**src/rtl/fetch_pkg.sv**
```systemverilog
// Shared types and default widths for the instruction fetch stage.
package fetch_pkg;

    localparam int FETCH_ADDR_W  = 16;
    localparam int FETCH_INSTR_W = 8;

    typedef enum logic [1:0] {
        IDLE,
        REQ,
        DROP
    } fetch_state_e;

    typedef struct packed {
        logic [FETCH_INSTR_W-1:0] instr;
        logic [FETCH_ADDR_W-1:0]  pc;
    } fetch_entry_t;

endpackage

```
**src/rtl/fetch_queue.sv**
```systemverilog
// Prefetch FIFO of fetched {instr, pc} entries; flush wins over push.
// The head reads as zero while the FIFO is empty.
module fetch_queue
    import fetch_pkg::*;
#(
    parameter int  DEPTH   = 4,
    parameter type entry_t = fetch_entry_t
) (
    input  logic                   clock,
    input  logic                   reset,
    input  logic                   flush,
    input  logic                   push,
    input  entry_t                 wdata,
    input  logic                   pop,
    output logic [$clog2(DEPTH):0] count,
    output entry_t                 head
);

    localparam int PTR_W = $clog2(DEPTH);
    localparam int CNT_W = PTR_W + 1;
    localparam logic [PTR_W-1:0] PTR_ONE = PTR_W'(1);
    localparam logic [CNT_W-1:0] CNT_ONE = CNT_W'(1);

    entry_t           mem [DEPTH];
    logic [PTR_W-1:0] rd_ptr;
    logic [PTR_W-1:0] wr_ptr;

    // Pointer and occupancy bookkeeping; reset and flush both empty the FIFO.
    always_ff @(posedge clock) begin
        if (reset || flush) begin
            rd_ptr <= '0;
            wr_ptr <= '0;
            count  <= '0;
        end else begin
            if (push) wr_ptr <= wr_ptr + PTR_ONE;
            if (pop)  rd_ptr <= rd_ptr + PTR_ONE;
            if (push && !pop)
                count <= count + CNT_ONE;
            else if (pop && !push)
                count <= count - CNT_ONE;
        end
    end

    // Entry storage; data is not reset, the pointers define what is live.
    always_ff @(posedge clock) begin
        if (push && !flush)
            mem[wr_ptr] <= wdata;
    end

    assign head = (count != '0) ? mem[rd_ptr] : '0;

endmodule

```
**src/rtl/fetch_unit.sv**
```systemverilog
// Instruction fetch stage: single-outstanding memory fetch feeding a small
// prefetch queue toward the core, with redirect flush/restart.
// Optional macro FETCH_BYPASS_EN forwards an ack straight to the core output
// when the queue is empty (zero-cycle ack-to-valid).
module fetch_unit
    import fetch_pkg::*;
#(
    parameter int               ADDR_W      = FETCH_ADDR_W,
    parameter int               INSTR_W     = FETCH_INSTR_W,
    parameter int               QUEUE_DEPTH = 4,
    parameter logic [ADDR_W-1:0] RESET_PC   = '0
) (
    input  logic               clock,
    input  logic               reset,
    output logic               mem_req,
    output logic [ADDR_W-1:0]  mem_addr,
    input  logic               mem_ack,
    input  logic [INSTR_W-1:0] mem_rdata,
    output logic               instr_valid,
    output logic [INSTR_W-1:0] instr,
    output logic [ADDR_W-1:0]  instr_pc,
    input  logic               instr_ready,
    input  logic               redirect_valid,
    input  logic [ADDR_W-1:0]  redirect_pc
);

    localparam int CNT_W = $clog2(QUEUE_DEPTH) + 1;
    localparam logic [CNT_W:0]    DEPTH_EXT = (CNT_W + 1)'(QUEUE_DEPTH);
    localparam logic [ADDR_W-1:0] ADDR_ONE  = ADDR_W'(1);

    typedef struct packed {
        logic [INSTR_W-1:0] instr;
        logic [ADDR_W-1:0]  pc;
    } entry_t;

    fetch_state_e     state;
    fetch_state_e     state_next;
    logic [ADDR_W-1:0] fetch_pc;
    logic [CNT_W-1:0] q_count;
    entry_t           q_head;
    entry_t           q_wdata;
    logic             ack_req;
    logic             q_valid;
    logic             bypass;
    logic             deq;
    logic             q_push;
    logic             q_pop;
    logic [CNT_W:0]   count_after;

    fetch_queue #(
        .DEPTH   (QUEUE_DEPTH),
        .entry_t (entry_t)
    ) u_queue (
        .clock (clock),
        .reset (reset),
        .flush (redirect_valid),
        .push  (q_push),
        .wdata (q_wdata),
        .pop   (q_pop),
        .count (q_count),
        .head  (q_head)
    );

    // Output selection, queue push/pop decisions and FSM next state.
    always_comb begin
        ack_req = (state == REQ) && mem_ack;
        q_valid = (q_count != '0);
        bypass  = 1'b0;
`ifdef FETCH_BYPASS_EN
        bypass  = ack_req && !redirect_valid && !q_valid;
`endif
        instr_valid = q_valid || bypass;
        instr       = bypass ? mem_rdata : q_head.instr;
        instr_pc    = bypass ? mem_addr  : q_head.pc;

        // Redirect outranks both consumption and capture of the ack data.
        deq    = instr_valid && instr_ready && !redirect_valid;
        q_pop  = deq && q_valid;
        q_push = ack_req && !redirect_valid && !(bypass && instr_ready);
        q_wdata.instr = mem_rdata;
        q_wdata.pc    = mem_addr;

        count_after = {1'b0, q_count} + {{CNT_W{1'b0}}, q_push} - {{CNT_W{1'b0}}, q_pop};

        state_next = state;
        case (state)
            IDLE: begin
                // A request is only issued when its result already owns a slot.
                if (!redirect_valid && ({1'b0, q_count} < DEPTH_EXT))
                    state_next = REQ;
            end
            REQ: begin
                if (redirect_valid)
                    state_next = mem_ack ? IDLE : DROP;
                else if (mem_ack)
                    state_next = (count_after < DEPTH_EXT) ? REQ : IDLE;
            end
            DROP: begin
                if (mem_ack)
                    state_next = IDLE;
            end
            default: state_next = IDLE;
        endcase
    end

    // FSM state register.
    always_ff @(posedge clock) begin
        if (reset)
            state <= IDLE;
        else
            state <= state_next;
    end

    // Fetch PC and the address held on the memory port while a request is open.
    always_ff @(posedge clock) begin
        if (reset) begin
            fetch_pc <= RESET_PC;
            mem_addr <= RESET_PC;
        end else begin
            if (redirect_valid)
                fetch_pc <= redirect_pc;
            else if (ack_req)
                fetch_pc <= mem_addr + ADDR_ONE;

            if (state == IDLE && state_next == REQ)
                mem_addr <= fetch_pc;
            else if (ack_req && state_next == REQ)
                mem_addr <= mem_addr + ADDR_ONE;
        end
    end

    assign mem_req = (state != IDLE);

endmodule
```
**config.mk**
```make
export PLATFORM = sky130hd
export DESIGN_NAME = fetch_unit
export DESIGN_NICKNAME = d
export VERILOG_FILES = /design/src/rtl/fetch_pkg.sv /design/src/rtl/fetch_queue.sv /design/src/rtl/fetch_unit.sv
export SDC_FILE = /design/constraint.sdc
export NUM_CORES = 1
export LEC_CHECK = 0
export BUFFER_PORTS_ARGS = -buffer_cell sky130_fd_sc_hd__clkbuf_2
export CORE_UTILIZATION = 25
export DETAILED_ROUTE_END_ITERATION = 8
export GPL_TIMING_DRIVEN = 1
export SYNTH_ARGS = -nofsm -noshare
export SYNTH_HDL_FRONTEND = slang
export SYNTH_SLANG_ARGS = --single-unit
```
**constraint.sdc**
```tcl
create_clock -name clock -period 6.68 [get_ports clock]
set_input_delay 0 -clock clock [delete_from_list [all_inputs] [get_ports clock]]
set_output_delay 0 -clock clock [all_outputs]
set_load 0.005 [all_outputs]
```
# After elaboration in Yosys (flattened, before gate mapping)
# Memory sizes are Yosys's and may differ from the RTL's. A register that Yosys moved wholly into a read port is not among the register bits.
# Index checks and enable logic that the tools add are counted.
word_totals:
  register_bits: 41
  latch_bits: 0
  mem_bits_rw: 96
  rom_bits: 0
  inputBits: 29
  n_memories: 1
classes:
  addsub: 7
  mul: 0
  div: 0
  magnitude_cmp: 2
  eq_ne: 3
  n_shift: 0
  n_mux: 18
  bitwise: 0
  n_reduce_logical: 21
mem_list:
  columns: ["name", "words", "width", "rd", "rd_clocked_by_memory_dff", "write_ports", "line_no", "rtl"]
  rows:
  - ["u_queue.mem", 4, 24, 1, 1, 1, "fetch_queue.sv:24", "entry_t mem [DEPTH];"]
op_table:
  columns: ["operator", "count"]
  rows:
  - ["$mux W16", 4]
  - ["$mux W24", 1]
  - ["$add A16 B1 Y16 const B", 1]
  - ["$mux W2", 7]
  - ["$logic_and A1 B1 Y1", 11]
  - ["$reduce_bool A2 Y1", 4]
  - ["$mux W3", 2]
  - ["$pmux W2 S3", 1]
  - ["$add A2 B1 Y2 const B", 2]
  - ["$add A3 B1 Y4", 1]
  - ["$eq A2 B1 Y1 const B", 2]
  - ["$lt A4 B3 Y1 const B", 1]
  - ["$sub A4 B1 Y4", 1]
  - ["$add A3 B1 Y3 const B", 1]
  - ["$logic_not A1 Y1", 3]
  - ["$lt A3 B3 Y1 const B", 1]
  - ["$mux W1", 3]
  - ["$reduce_bool A3 Y1", 1]
  - ["$sub A3 B1 Y3 const B", 1]
  - ["$eq A2 B2 Y1 const B", 1]
  - ["$logic_not A2 Y1", 1]
  - ["$logic_or A1 B1 Y1", 1]

# Depth between registers and ports, before layout
# Gate-level depths: netlist of run 1.
logic_depth:
  ltp_word: 14
  ltp_mapped: 11
  mapped_depth_nobuf: 10

# By module
# From an unflattened synthesis of run 1, not the netlist that was laid out.
unflattened:
  hier_cells: 467
  area_unflattened_um2: 6199.7
by_module_without_submodules:
  columns: ["module", "instances", "cells_per_inst", "area_per_inst_um2", "seq_area_each_um2"]
  rows:
  - ["fetch_queue", 1, 197, 4102.7, 3062.9]
  - ["fetch_unit", 1, 270, 2097.0, 680.7]

# Worst setup path before layout of run 1
# No wires, ideal clock.
synth_timing:
  kind: "register -> register"
  start: "register u_queue.count[0]"
  end: "register mem_addr[4]"
  setup_ns: 0.130
  t_arrival_ns: 2.923
  t_required_ns: 6.550
  setup_slack_ns: 3.627
  stages_incl_launch_ff: 12
  n_path_buf: 1
  path_cell_list: "dfxtp_1 nor3_1 nor3b_1 ha_1 inv_1 ha_1 and2b_2 or4_1 a31oi_4 buf_6 mux2i_1 o22ai_1"
synth_between:
  elab_chain_cells: 13
synth_lines:
  columns: ["element", "line_no", "rtl"]
  rows:
  - ["start: declaration", "fetch_queue.sv:15", "output logic [$clog2(DEPTH):0] count,"]
  - ["start signal: assignment", "fetch_queue.sv:38", "count <= count + CNT_ONE;"]
  - ["start signal: assignment", "fetch_queue.sv:40", "count <= count - CNT_ONE;"]
  - ["$reduce_bool A3 Y1 (*)", "fetch_unit.sv:67", "q_valid = (q_count != '0);"]
  - ["$logic_and A1 B1 Y1 (2 in series)", "fetch_unit.sv:77", "deq = instr_valid && instr_ready && !redirect_valid;"]
  - ["$logic_and A1 B1 Y1 (*)", "fetch_unit.sv:78", "q_pop = deq && q_valid;"]
  - ["net q_pop", "fetch_unit.sv:47", "logic q_pop;"]
  - ["$sub A4 B1 Y4 (*)", "fetch_unit.sv:83", "count_after = {1'b0, q_count} + {{CNT_W{1'b0}}, q_push} - {{CNT_W{1'b0}}, q_pop};"]
  - ["$lt A4 B3 Y1 (*)", "fetch_unit.sv:96", "state_next = (count_after < DEPTH_EXT) ? REQ : IDLE;"]
  - ["$mux W1 (*)", "fetch_unit.sv:96", null]
  - ["$mux W2 (*)", "fetch_unit.sv:95", "else if (mem_ack)"]
  - ["$mux W2 (*)", "fetch_unit.sv:93", "if (redirect_valid)"]
  - ["$pmux W2 S3 (*)", "fetch_unit.sv:86", "case (state)"]
  - ["$eq A2 B1 Y1 (*)", "fetch_unit.sv:125, fetch_unit.sv:127", null]
  - ["$logic_and A1 B1 Y1 (on tied branches)", "fetch_unit.sv:125, fetch_unit.sv:127", null]
  - ["$mux W16 or $reduce_bool A2 Y1 (tied branches)", null, null]
  - ["end signal: assignment", "fetch_unit.sv:126", "mem_addr <= fetch_pc;"]
  - ["end signal: assignment", "fetch_unit.sv:128", "mem_addr <= mem_addr + ADDR_ONE;"]
  - ["end: declaration", "fetch_unit.sv:16", "output logic [ADDR_W-1:0] mem_addr,"]
# The timed path passes the listed nets; every way through them passes the cells marked *.
# A chain may end at the register's enable or synchronous reset.

# Worst setup path after layout of run 1
layout_timing:
  start: "register u_queue.count[2]"
  end: "register mem_addr[12]"
# Same word-level chain as after synthesis.

==> flow_summary.json, run 1 <==
{
  "seq_power_share": 0.495,
  "grt_setup_unrepaired": "no",
  "synth_xor_area_frac": 0.0287,
  "cp-start-kind": "flop",
  "critPathSlowestCell": "a31oi_4",
  "synthTopCellsByArea": "edfxtp_1 (47%), dfxtp_1 (14%), mux4_2 (8.8%)",
  "p_clk_frac": 0.449,
  "cp.arrival_ns": 3.99,
  "areaGrowthSynthToFinish_pct": 24.3,
  "wire_per_inst_um": 15.8,
  "gp_congestion": 0.716,
  "final_nets": 597,
  "finClkSkew_ns": 0.00984,
  "drt-total-wl_um": 14100,
  "gr-total-overflow": 0,
  "required_ns": 6.95,
  "fp.dieH_um": 158,
  "status": "completed",
  "netSwitchingFraction": 0.238,
  "cp_max_fo": 26,
  "synth_edf_count": 96,
  "antenna_found_initial": 0,
  "dp_hpwl_um": 8780,
  "vias": 3990,
  "crit_buf_inv": 2,
  "avgSynthCellArea_sq_um": 13.2,
  "crit_path_frequent_cell": "ha_1",
  "yosysTopAreaCell": "edfxtp_1",
  "grt_pass1_vias": 3965,
  "setup_violations": 0,
  "max_freq_mhz": 269,
  "reg2reg_from": "u_queue.count[2]",
  "start_util": 0.257,
  "endpoint_kind": "flop",
  "layout-drive-gt1-share": 0.256,
  "maxSlewViolCount": 0,
  "cts_buffers": 17,
  "synth_mux_area_frac": 0.106,
  "yosysMostFrequentCell": "edfxtp_1",
  "tns_ns": 0,
  "diodes": 0,
  "fin_crit_ns": 3.72,
  "drtIter0Drc": 242,
  "clk_latency_ns": 0.42,
  "ir_drop_v": 0.000151,
  "ctsRootBufferMaster": "clkbuf_16",
  "crit_path_max_incr_delay_ns": 0.66,
  "path_class": "reg -> reg",
  "io-pin-count": 71,
  "antenna_left": 0,
  "ctsHoldBuffers": 25,
  "yosys-top-cells-count": "edfxtp_1 (96), dfxtp_1 (43), nand2_1 (41)",
  "finalCritPeriodShare": 0.557,
  "die-area_sq_um": 25100,
  "synthCells": 464,
  "clock-sinks": 139,
  "power.switching_w": 0.000458,
  "slew_headroom": 0.391,
  "hold_path.startpoint": "instr_ready",
  "yosysTopAreaCellShare": 0.472,
  "clk_pin_slew_ns": 0.06,
  "post_cts_resize_count": 0,
  "combPwrFrac": 0.056,
  "max_cap_violations": 0,
  "finalPower_w": 0.00192,
  "drc": 0,
  "hold_viol": 0,
  "viasPerCell": 4.48,
  "io_buffers": 70,
  "synth_compound_gate_area_share": 0.0758,
  "syn_nets": 503,
  "path_delay_family": "simple AND/OR/NAND/NOR gates",
  "ys_seq_area_frac": 0.613,
  "synth_top_family_by_area": "simple AND/OR/NAND/NOR gates",
  "cts_tree": "yes",
  "whs_ns": 0.111,
  "finalInstanceArea_sq_um": 7590,
  "power.leakage_nw": 2.67,
  "async_reset_ff_frac": 0,
  "coreArea_sq_um": 23800,
  "synth_cell_types": 53,
  "die_x_um": 158,
  "tightest_slew_ns": 0.914,
  "ctsHtreeMaxLevel": 4,
  "hold_path.class": "in -> reg",
  "synth_top_flop_cell": "edfxtp_1",
  "synth_warnings": 0,
  "rows": 56,
  "multi_input_area_sq_um": 2190,
  "crit_path_start": "u_queue.count[2]",
  "grt_max_degree": 38,
  "cts_buffer_depth": 2,
  "yosys.area_share.adder": 0.0217,
  "synthesis.area_sq_um": 6110,
  "synth-simple-area-share": 0.126,
  "grt_use_total": 0.119,
  "grt_pass1_wl_um": 21900,
  "fillCellCount": 2361,
  "first_pass_iters": 4,
  "p_int_w": 0.00146,
  "regArea_sq_um": 3740,
  "cts_setup_buffers": 0,
  "place_area_sq_um": 6800,
  "p_per_area_nw_per_um2": 253,
  "cp_cell_sequence": "nor3_2, buf_4, nor3b_1, ha_1, inv_1, ha_1, and2b_2, or4_1, a31oi_4, mux2i_1, o22ai_1",
  "ys_seq_elements": 139
}
cells by family after synthesis:
group                    Yosys count
AO/OA/AOI/OAI                     65
XOR/XNOR                          20
adder cells (fa/ha/maj)           10
buffers and inverters             45
flip-flops                       139
multiplexers                      34
AND/OR/NAND/NOR                  151
cell usage in the layout, fill, tap and decap left out, types with 7 or more instances in the layout:
cell type	instances
inv_1	17
clkbuf_16	17
a31oi_1	7
nand2_1	41
nor2_1	31
dlygate4sd3_1	25
clkbuf_2	70
dfxtp_1	42
mux2i_1	9
xor2_1	12
edfxtp_1	96
xnor2_1	8
mux4_2	24
nand3_1	14
buf_4	7
ha_1	9
a21oi_1	16
nor2b_1	26
worst paths after layout:
kind                            slack [ns]  depth (start not counted)                 to
worst min-delay path                  0.11                          4  u_queue.rd_ptr[0]
worst min register to register        0.47                          2       mem_addr[15]
worst max-delay path                  2.96                         11       mem_addr[12]
worst max register to register        2.96                         11       mem_addr[12]
metal layers:
layer | up-vias | track usage | part of all wire
li1 | 1919 | - | -
met2 | 115 | 0.190 | 0.47
met4 | 0 | 0.0330 | 0.0077
met1 | 1947 | 0.160 | 0.46
met3 | 9 | 0.0305 | 0.059
met5 | - | 0 | 0
worst register-to-register path: cells and delay by family (launching register included):
kind	cells	cell delay, ns
simple gates	4	1.33
flops	1	0.45
compound gates	2	0.75
fa+ha+maj	2	0.50
mux	1	0.27
buf+inv	2	0.27
registers in the layout (all words and copies together) (netlist names), named ones only:
register	cells
fetch_pc	16
mem_addr	16
state	2
u_queue.count	3
u_queue.mem	96
u_queue.rd_ptr	2
u_queue.wr_ptr	2
through the flow:
stage | std cells | worst slack [ns] | util
5_1_grt | 890 | 2.58 | 0.320
3_3_place_gp | 833 | 3.04 | 0.286
4_1_cts | 890 | 2.96 | 0.320
6_report | 890 | 2.96 | 0.320
2_1_floorplan | 464 | 3.63 | -
3_5_place_dp | 833 | 2.97 | 0.286
area by class of cell:
cell class,instances,share of cell area
Clock buffer,18,0.0565
Clock inverter,14,0.0147
Inverter,18,0.00890
Multi-Input combinational cell,280,0.288
Sequential cell,139,0.493
Tap cell,319,0.0526
Timing Repair Buffer,102,0.0860
power groups by stage:
| stage | Clock [W] | Sequential, W | Combinational, W |
|---|---|---|---|
| finish | 0.000863 | 0.000951 | 0.000107 |
| global route | 0.000919 | 0.000953 | 0.000121 |
| CTS | 0.000882 | 0.000951 | 0.000109 |
| detailed placement | 0 | 0.000970 | 0.0000969 |
| global placement | 0 | 0.000969 | 0.0000958 |
| floorplan | 0 | 0.000962 | 0.0000616 |
No activity file was read; power rests on OpenSTA's default activity.
==> run 2: changes to the inputs <==
==> constraint.sdc (replaced) <==
create_clock -name clock -period 3.02 [get_ports clock]
set_input_delay 0 -clock clock [delete_from_list [all_inputs] [get_ports clock]]
set_output_delay 0 -clock clock [all_outputs]
set_load 0.005 [all_outputs]
==> run 2 against run 1 <==
Compared with the run above: hold slack improved by 0.051 ns; non-clock buffer count rose by 15; register-to-register slack got worse by 2.7 ns; critical path depth stayed put; first-iteration DRC count rose by 27%; global-route usage up 0.24 points; sequential share of layout area fell by 1.2 points; via count up 1.6%.
==> flow_summary.json, run 2 (synthesis gave the netlist of run 1 again) <==
{
  "hold_path.class": "in -> reg",
  "vias": 4053,
  "path_class": "reg -> reg",
  "fin_crit_ns": 2.74,
  "power.leakage_nw": 2.80,
  "wire_per_inst_um": 16.1,
  "antenna_found_initial": 0,
  "die_x_um": 158,
  "max_freq_mhz": 365,
  "finalPower_w": 0.00443,
  "cts_buffer_depth": 2,
  "grt_use_total": 0.122,
  "coreArea_sq_um": 23800,
  "endpoint_kind": "flop",
  "start_util": 0.257,
  "drc": 0,
  "diodes": 0,
  "status": "completed",
  "setup_violations": 0,
  "maxSlewViolCount": 0,
  "cp_max_fo": 23,
  "antenna_left": 0,
  "tns_ns": 0,
  "cts_tree": "yes",
  "gp_congestion": 0.770,
  "first_pass_iters": 5,
  "fp.dieH_um": 158,
  "gr-total-overflow": 0,
  "dp_hpwl_um": 9450,
  "finClkSkew_ns": 0.0104,
  "grt_max_degree": 38,
  "max_cap_violations": 0,
  "reg.largest.list": "u_queue.mem x96, fetch_pc x16, mem_addr x16",
  "grt_pass1_vias": 3956,
  "place_area_sq_um": 6950,
  "cts_setup_buffers": 0,
  "regArea_sq_um": 3740,
  "final_nets": 612,
  "io_buffers": 70,
  "cp-start-kind": "flop",
  "finalCritPeriodShare": 0.907,
  "layout-drive-gt1-share": 0.275,
  "required_ns": 3.29,
  "r2r_slack_ns": 0.28,
  "viasPerCell": 4.48,
  "ctsRootBufferMaster": "clkbuf_16",
  "p_per_area_nw_per_um2": 569,
  "hold_viol": 0,
  "tightest_slew_ns": 0.816,
  "grt_setup_unrepaired": "no",
  "grt_pass1_wl_um": 22500,
  "io-pin-count": 71,
  "top_register": "u_queue.mem",
  "drt-total-wl_um": 14600,
  "clock-sinks": 139,
  "cts_buffers": 17,
  "rows": 56,
  "ir_drop_v": 0.000318,
  "layout_commonest_cell": "edfxtp_1",
  "largest_reg_flops": 96,
  "areaGrowthSynthToFinish_pct": 27.5,
  "finalInstanceArea_sq_um": 7790,
  "drtIter0Drc": 308,
  "fillCellCount": 2345,
  "clk_latency_ns": 0.42,
  "ctsHtreeMaxLevel": 4,
  "layout_common_cells": "edfxtp_1 (96), clkbuf_2 (70), dfxtp_1 (42), nand2_1 (41), nor2_1 (31)",
  "slew_headroom": 0.456,
  "die-area_sq_um": 25100,
  "cp.arrival_ns": 3.01,
  "multi_input_area_sq_um": 2200,
  "clk_pin_slew_ns": 0.06
}
==> run 2: cell types whose count changed in the layout (fill, tap and decap cells not counted) <==
cell        change
buf_4          +13
nor3_2          -1
clkinv_2        -1
nor3_4          +1
clkinvlp_4      -4
bufinv_16       +2
buf_12          +2
clkinv_1        +1
nor3b_1         -1
nor3b_2         +1
clkinv_4        +2
==> run 2: final timing paths <==
path | from | depth (start not counted) | to
worst max-delay path | u_queue.count[1] | 11 | mem_addr[4]
worst min-delay path | redirect_valid | 4 | fetch_pc[4]
worst max register to register | u_queue.count[1] | 11 | mem_addr[4]
worst min register to register | fetch_pc[15] | 2 | mem_addr[15]
==> run 2: final cells by class <==
cell class,count,share of cell area
flip-flops and latches,139,0.481
multi-input cells,280,0.283
repair buffers,117,0.102
clock buffers,18,0.0551
well taps,319,0.0512
clock inverters,14,0.0202
inverters,18,0.00867
==> run 2: stage by stage <==
step	hold WS, ns	std cells	utilization	worst slack [ns]
final	0.162	905	0.328	0.281
after global routing	0.170	905	0.328	0.101
after CTS	0.139	905	0.328	0.199
after detailed placement	0.225	848	0.293	0.224
after global placement	0.229	848	0.293	0.257
after floorplan	0.0793	464	-	0.0734
==> run 2: power breakdown <==
part | total [W] | internal (W) | switching, W | leakage (nW)
sequential | 0.00209 | 0.00206 | 0.0000321 | 1.28
combinational | 0.000260 | 0.000119 | 0.000141 | 1.23
clock | 0.00208 | 0.00124 | 0.000846 | 0.286
total | 0.00443 | 0.00342 | 0.00102 | 2.80
==> run 2: worst max-delay path: stages (launching register included) <==
cell and delay [ns]:
dfxtp_1 0.38, nor3_4 0.06, nor3b_2 0.19, ha_1 0.17, inv_1 0.04, ha_1 0.26, and2b_2 0.22, or4_1 0.56
a31oi_4 0.19, buf_12 0.20, mux2i_1 0.21, o22ai_1 0.10
==> run 2: metal layers <==
layer	track usage	wire (um)
met5	0	0
met3	0.0272	811
met4	0.0348	109
met2	0.192	6670
met1	0.166	6980
==> run 2: what timing repair did <==
item	CTS	global route
hold buffers	25	0
endpoints found under the hold margin	49	0
resized for setup	0	1
endpoints found under the setup margin	0	4
